<file path="src/rtl/alu_seq.sv">
// alu_seq: program sequencer that fetches 16-bit instructions and drives the alu control inputs.
// Define ALU_SEQ_CALL_EN for CALL/RET with a one-entry return register; the immediate port is alu_const (const is reserved).
module alu_seq #(
    parameter int              PC_W   = 8,
    parameter logic [PC_W-1:0] RST_PC = '0
) (
    input  logic            clk,
    input  logic            rst_n,
    input  logic            start,
    output logic [PC_W-1:0] imem_addr,
    input  logic [15:0]     imem_data,
    output logic [2:0]      a_addr,
    output logic [2:0]      b_addr,
    output logic [7:0]      alu_const,
    output logic [2:0]      op,
    output logic            cin,
    output logic            alu_we,
    input  logic            zero,
    input  logic            neg,
    input  logic            cout,
    input  logic            ovf,
    output logic [PC_W-1:0] pc,
    output logic            halted
);

    typedef enum logic [2:0] {S_IDLE, S_FETCH, S_ISSUE, S_EXEC, S_HALTED} state_t;

    localparam logic [1:0] CLS_REG = 2'b00;
    localparam logic [1:0] CLS_IMM = 2'b01;
    localparam logic [1:0] CLS_BR  = 2'b10;
    localparam logic [1:0] CLS_SYS = 2'b11;

    localparam logic [1:0] SYS_HALT = 2'b00;
    localparam logic [1:0] SYS_CALL = 2'b10;
    localparam logic [1:0] SYS_RET  = 2'b11;

    state_t          state_q;
    logic [PC_W-1:0] pc_q, imem_addr_q, tgt_q;
    logic [2:0]      a_q, b_q, op_q, fn_q;
    logic [7:0]      k_q;
    logic            cin_q, we_q, halted_q;
    logic [1:0]      cls_q;
    logic [3:0]      flags_q;   // {Z, N, C, V}
`ifdef ALU_SEQ_CALL_EN
    logic [PC_W-1:0] ret_pc_q;
`endif

    logic [PC_W-1:0] pc_inc, pc_d;
    logic            taken, is_halt;

    always_comb begin
        pc_inc  = pc_q + 1'b1;
        is_halt = (cls_q == CLS_SYS) && (fn_q[2:1] == SYS_HALT);
        case (fn_q)
            3'b001:  taken = flags_q[3];
            3'b010:  taken = !flags_q[3];
            3'b011:  taken = flags_q[2];
            3'b100:  taken = flags_q[1];
            3'b101:  taken = flags_q[0];
            3'b110:  taken = !flags_q[1];
            3'b111:  taken = !flags_q[2];
            default: taken = 1'b1;
        endcase
        pc_d = pc_inc;
        case (cls_q)
            CLS_BR: if (taken) pc_d = tgt_q;
            CLS_SYS: begin
                case (fn_q[2:1])
                    SYS_HALT: pc_d = pc_q;
`ifdef ALU_SEQ_CALL_EN
                    SYS_CALL: pc_d = tgt_q;
                    SYS_RET:  pc_d = ret_pc_q;
`endif
                    default:  pc_d = pc_inc;
                endcase
            end
            default: pc_d = pc_inc;
        endcase
    end

    always_ff @(posedge clk or negedge rst_n) begin
        if (!rst_n) begin
            state_q     <= S_IDLE;
            pc_q        <= RST_PC;
            imem_addr_q <= RST_PC;
            tgt_q       <= '0;
            a_q         <= '0;
            b_q         <= '0;
            op_q        <= '0;
            fn_q        <= '0;
            k_q         <= '0;
            cin_q       <= 1'b0;
            we_q        <= 1'b0;
            halted_q    <= 1'b0;
            cls_q       <= '0;
            flags_q     <= '0;
`ifdef ALU_SEQ_CALL_EN
            ret_pc_q    <= RST_PC;
`endif
        end else begin
            case (state_q)
                S_IDLE, S_HALTED: begin
                    if (start) begin
                        state_q     <= S_FETCH;
                        pc_q        <= RST_PC;
                        imem_addr_q <= RST_PC;
                        flags_q     <= '0;
                        halted_q    <= 1'b0;
                    end
                end
                S_FETCH: state_q <= S_ISSUE;
                S_ISSUE: begin
                    state_q <= S_EXEC;
                    cls_q   <= imem_data[15:14];
                    fn_q    <= imem_data[13:11];
                    tgt_q   <= imem_data[PC_W-1:0];
                    // Branch and SYS leave the alu controls untouched
                    case (imem_data[15:14])
                        CLS_REG: begin
                            op_q  <= imem_data[13:11];
                            a_q   <= imem_data[10:8];
                            b_q   <= imem_data[7:5];
                            k_q   <= '0;
                            cin_q <= imem_data[4] ? flags_q[1] : imem_data[3];
                            we_q  <= 1'b1;
                        end
                        CLS_IMM: begin
                            op_q  <= imem_data[13:11];
                            a_q   <= imem_data[10:8];
                            b_q   <= '0;
                            k_q   <= imem_data[7:0];
                            cin_q <= 1'b0;
                            we_q  <= 1'b1;
                        end
                        default: ;
                    endcase
                end
                S_EXEC: begin
                    we_q        <= 1'b0;
                    pc_q        <= pc_d;
                    imem_addr_q <= pc_d;
                    if (!cls_q[1]) flags_q <= {zero, neg, cout, ovf};
`ifdef ALU_SEQ_CALL_EN
                    if (cls_q == CLS_SYS && fn_q[2:1] == SYS_CALL) ret_pc_q <= pc_inc;
`endif
                    if (is_halt) begin
                        state_q  <= S_HALTED;
                        halted_q <= 1'b1;
                    end else begin
                        state_q  <= S_FETCH;
                    end
                end
                default: state_q <= S_IDLE;
            endcase
        end
    end

    assign imem_addr = imem_addr_q;
    assign a_addr    = a_q;
    assign b_addr    = b_q;
    assign alu_const = k_q;
    assign op        = op_q;
    assign cin       = cin_q;
    assign alu_we    = we_q;
    assign pc        = pc_q;
    assign halted    = halted_q;

endmodule

</file>
<file path="config.mk">
export PLATFORM = sky130hd
export DESIGN_NAME = alu_seq
export DESIGN_NICKNAME = d
export VERILOG_FILES = /design/src/rtl/alu_seq.sv
export SDC_FILE = /design/constraint.sdc
export NUM_CORES = 1
export LEC_CHECK = 0
export ABC_AREA = 1
export CORE_MARGIN = 5
export CORE_UTILIZATION = 52
export DETAILED_ROUTE_END_ITERATION = 12
export PLACE_DENSITY_LB_ADDON = 0.1
export SYNTH_ARGS = -nofsm -noshare
export SYNTH_HDL_FRONTEND = slang
export SYNTH_SLANG_ARGS = --single-unit
</file>
<file path="constraint.sdc">
create_clock -name clk -period 3.15 [get_ports clk]
set_clock_uncertainty 0.1 [all_clocks]
set_input_delay 0.63 -clock clk [delete_from_list [all_inputs] [get_ports clk]]
set_output_delay 0.63 -clock clk [all_outputs]
set_load 0.1 [all_outputs]
</file>
==> results.md <==
* Status: finished, final reports clean
* Placed cells at about 370
* Die X at approximately 77 um
* Area growth from synthesis to layout at 24.3%
* RSZ-0062 raised after global routing: no
* Count leader, synth: nand2_1
* Final hold vios at 0
* I/O Buffers at 58
* 1st-pass router iterations at 5
* Slew HR at 0.622
* Slowest CP cell: dfrtp_1
* Worst-path maximum fanout at 8
* Cts repair resizes at 0
* Synth Cell Area at roughly 2300 um2
* Top cell type's share of synthesized area at 0.521
* CP endpoint kind: primary output
* Adder-cell share of the synthesized area at 0.00543
* Max-Cap Viols at 0
* Worst reg2reg endpoint: b_addr[0]$_DFFE_PN0P_
* DR WL/cell at 12.9 um
* First-pass GRT wire length at 8770 um
* Clk buf depth at 2
* Root buf cell: clkbuf_8
* Layout cells sized above 1 at 0.201
* Clock insertion delay at the later pin of the skew report at 0.30 ns
* Largest family of logic cells by synthesized area: simple AND/OR/NAND/NOR gates
* Total negative setup slack at 0 ns
* Flop2flop setup slack at around 1.6 ns
* HP Class: input port to asynchronous set/reset pin
* CTS tree: built
* Synth area leaders: dfrtp_1 (52%), nand2_1 (14%), nand3_1 (5.2%)
* Antenna cells at 0
* Placer Congestion at 0.818
* Row count at 24
* Post-synthesis simple-gate area fraction at 0.277
* Largest net degree at the start of global routing at 26
* Top achievable clock speed at around 540 MHz
* Syn. warnings at 0
* Num CTS Buffers at 5
* Final-report setup violation count at 0
* Die height at around 77 um
* GRT Residual Overflow at 0
* Post-synthesis register bit count at 48
* Initial Util at 0.533
* CP Buf/Inv Count at 1
* Mean post-synth cell area at approximately 8.6 um2
* Clock sinks at between 40 and 50
* IO Pins at approximately 60
* Post-route cell area at between 2000 and 3000 um2
* Vias at ~1.9k
* Synth Area in XOR/XNOR at 0.00760
* Fin. max-slew vios at 0
* Crit path kind: flop to primary output
* R2R depth at 5
* Req. time, crit path at between 2 and 2.5 ns
* Core outline area at about 4300 um2
* Final Instance Count excl. Fillers at roughly 380
* Gate Count Post-Synth at about 270
* GRT Total Usage at 0.182
* Synth cell types at 28
* Final min period at 1.87 ns
* Die area at 5860 um2
* Reg clk slew, reported paths at approximately 0.090 ns
* Vias per std cell at 4.93
* Initial DRC count at 87
* EDFF count, synth at 0
* FF-to-FF Start: state_q[2]$_DFFE_PN0P_
* Post-DP HPWL at 3660 um
* Final wirelength at 4830 um
* Sequential area share after synthesis at 0.521
* Post-CTS Setup Inserts at 0
* Placed instance area at about 2800 um2
* Final net count at about 350
* CP Data Arrival Time at approximately 1.1 ns
* Total nets after synthesis at approximately 290
* Post-route ant nets at 0
* Top delay family on crit path: flip-flops
* Hold-fix buffers, CTS at 0
* Initial antenna violation count at 0
* Mux cell area share after synthesis at 0
* Most common flop cell mapped by yosys: dfrtp_1
* Asr flop ratio synth at 1.00
* Critical path startpoint category: flop
* Worst-Margin Slew at ~0.57 ns
* Final period utilization at 0.592
* Cell taking the most area after synthesis: dfrtp_1
* Synth Area in Compound Gates at 0.0939
* Crit-path max cell delay at roughly 0.49 ns
* Vias in the first global route at roughly 1.8k
* # DRC at 0
* Top post-synthesis cells by count: nand2_1 (83), dfrtp_1 (48), inv_1 (30)
* CP cell instances: buf_4
* Htree depth at 2
## flip-flops by register name, summed over array words and instances, names as in the netlist, 2 cells and up
| register | flops |
|---|---|
| cls_q | 2 |
| a_addr | 3 |
| fn_q | 3 |
| state_q | 3 |
| flags_q | 4 |
| b_addr | 3 |
| op | 3 |
| imem_addr | 8 |
| alu_const | 8 |
| tgt_q | 8 |
## per-layer routing
layer | GRT usage | wire [um] | vias to the layer above | share of wire
met5 | 0 | 0 | - | 0
met4 | 0.0629 | 50 | 0 | 0.010
met3 | 0.0650 | 377 | 4 | 0.078
met2 | 0.262 | 2130 | 53 | 0.44
met1 | 0.253 | 2280 | 843 | 0.47
li1 | - | - | 954 | -
## worst max-delay path by stage
stage	start	end	slack, ns	cells past startpoint
floorplan	imem_addr[3]$_DFFE_PN0P_	pc[3]	0.99	1
global placement	imem_data[15]	cin$_DFFE_PN0P_	1.19	5
detailed placement	imem_data[15]	cin$_DFFE_PN0P_	1.15	5
CTS	imem_addr[2]$_DFFE_PN0P_	pc[2]	1.27	1
global route	imem_addr[2]$_DFFE_PN0P_	pc[2]	1.21	1
finish	imem_addr[4]$_DFFE_PN0P_	pc[4]	1.28	1
## cell type report
type                            instances  area (um2)
Fill cell                             374        1460
Clock inverter                          1        7.51
Tap cell                               52        65.1
Sequential cell                        48        1200
Clock buffer                            7        86.3
Multi-Input combinational cell        175         885
Timing Repair Buffer                   59         493
Inverter                               34         128
## stage by stage
step | worst slack (ns) | hold WS (ns) | utilization
finish | 1.28 | 0.209 | 0.663
detailed placement | 1.15 | 0.373 | 0.641
global placement | 1.19 | 0.365 | 0.641
floorplan | 0.986 | 0.234 | -
global route | 1.21 | 0.248 | 0.663
CTS | 1.27 | 0.221 | 0.663
## cell usage in the layout, fill, tap and decap left out, drive strengths merged
cell type / n
nand4: 1
a31oi: 1
buf: 38
nor2: 13
dfrtp: 48
o211ai: 1
nor4: 1
a31o: 1
nor3: 1
clkinvlp: 1
o41ai: 1
clkbuf: 7
or2: 1
xnor2: 1
o21ai: 36
xor2: 1
clkdlybuf4s50: 21
inv: 34
a21oi: 1
ha: 1
nand2: 88
nand3: 26
## cell families (layout without fill, tap and decap cells)
family | count (synthesis) | count (layout)
simple gates | 131 | 131
flops | 48 | 48
buf+inv | 46 | 101
compound gates | 41 | 41
xor+xnor | 2 | 2
fa+ha+maj | 1 | 1
Power is left out: the tool's default activity adds up to more than one toggle a clock period on the data nets, which glitch-free logic cannot reach.
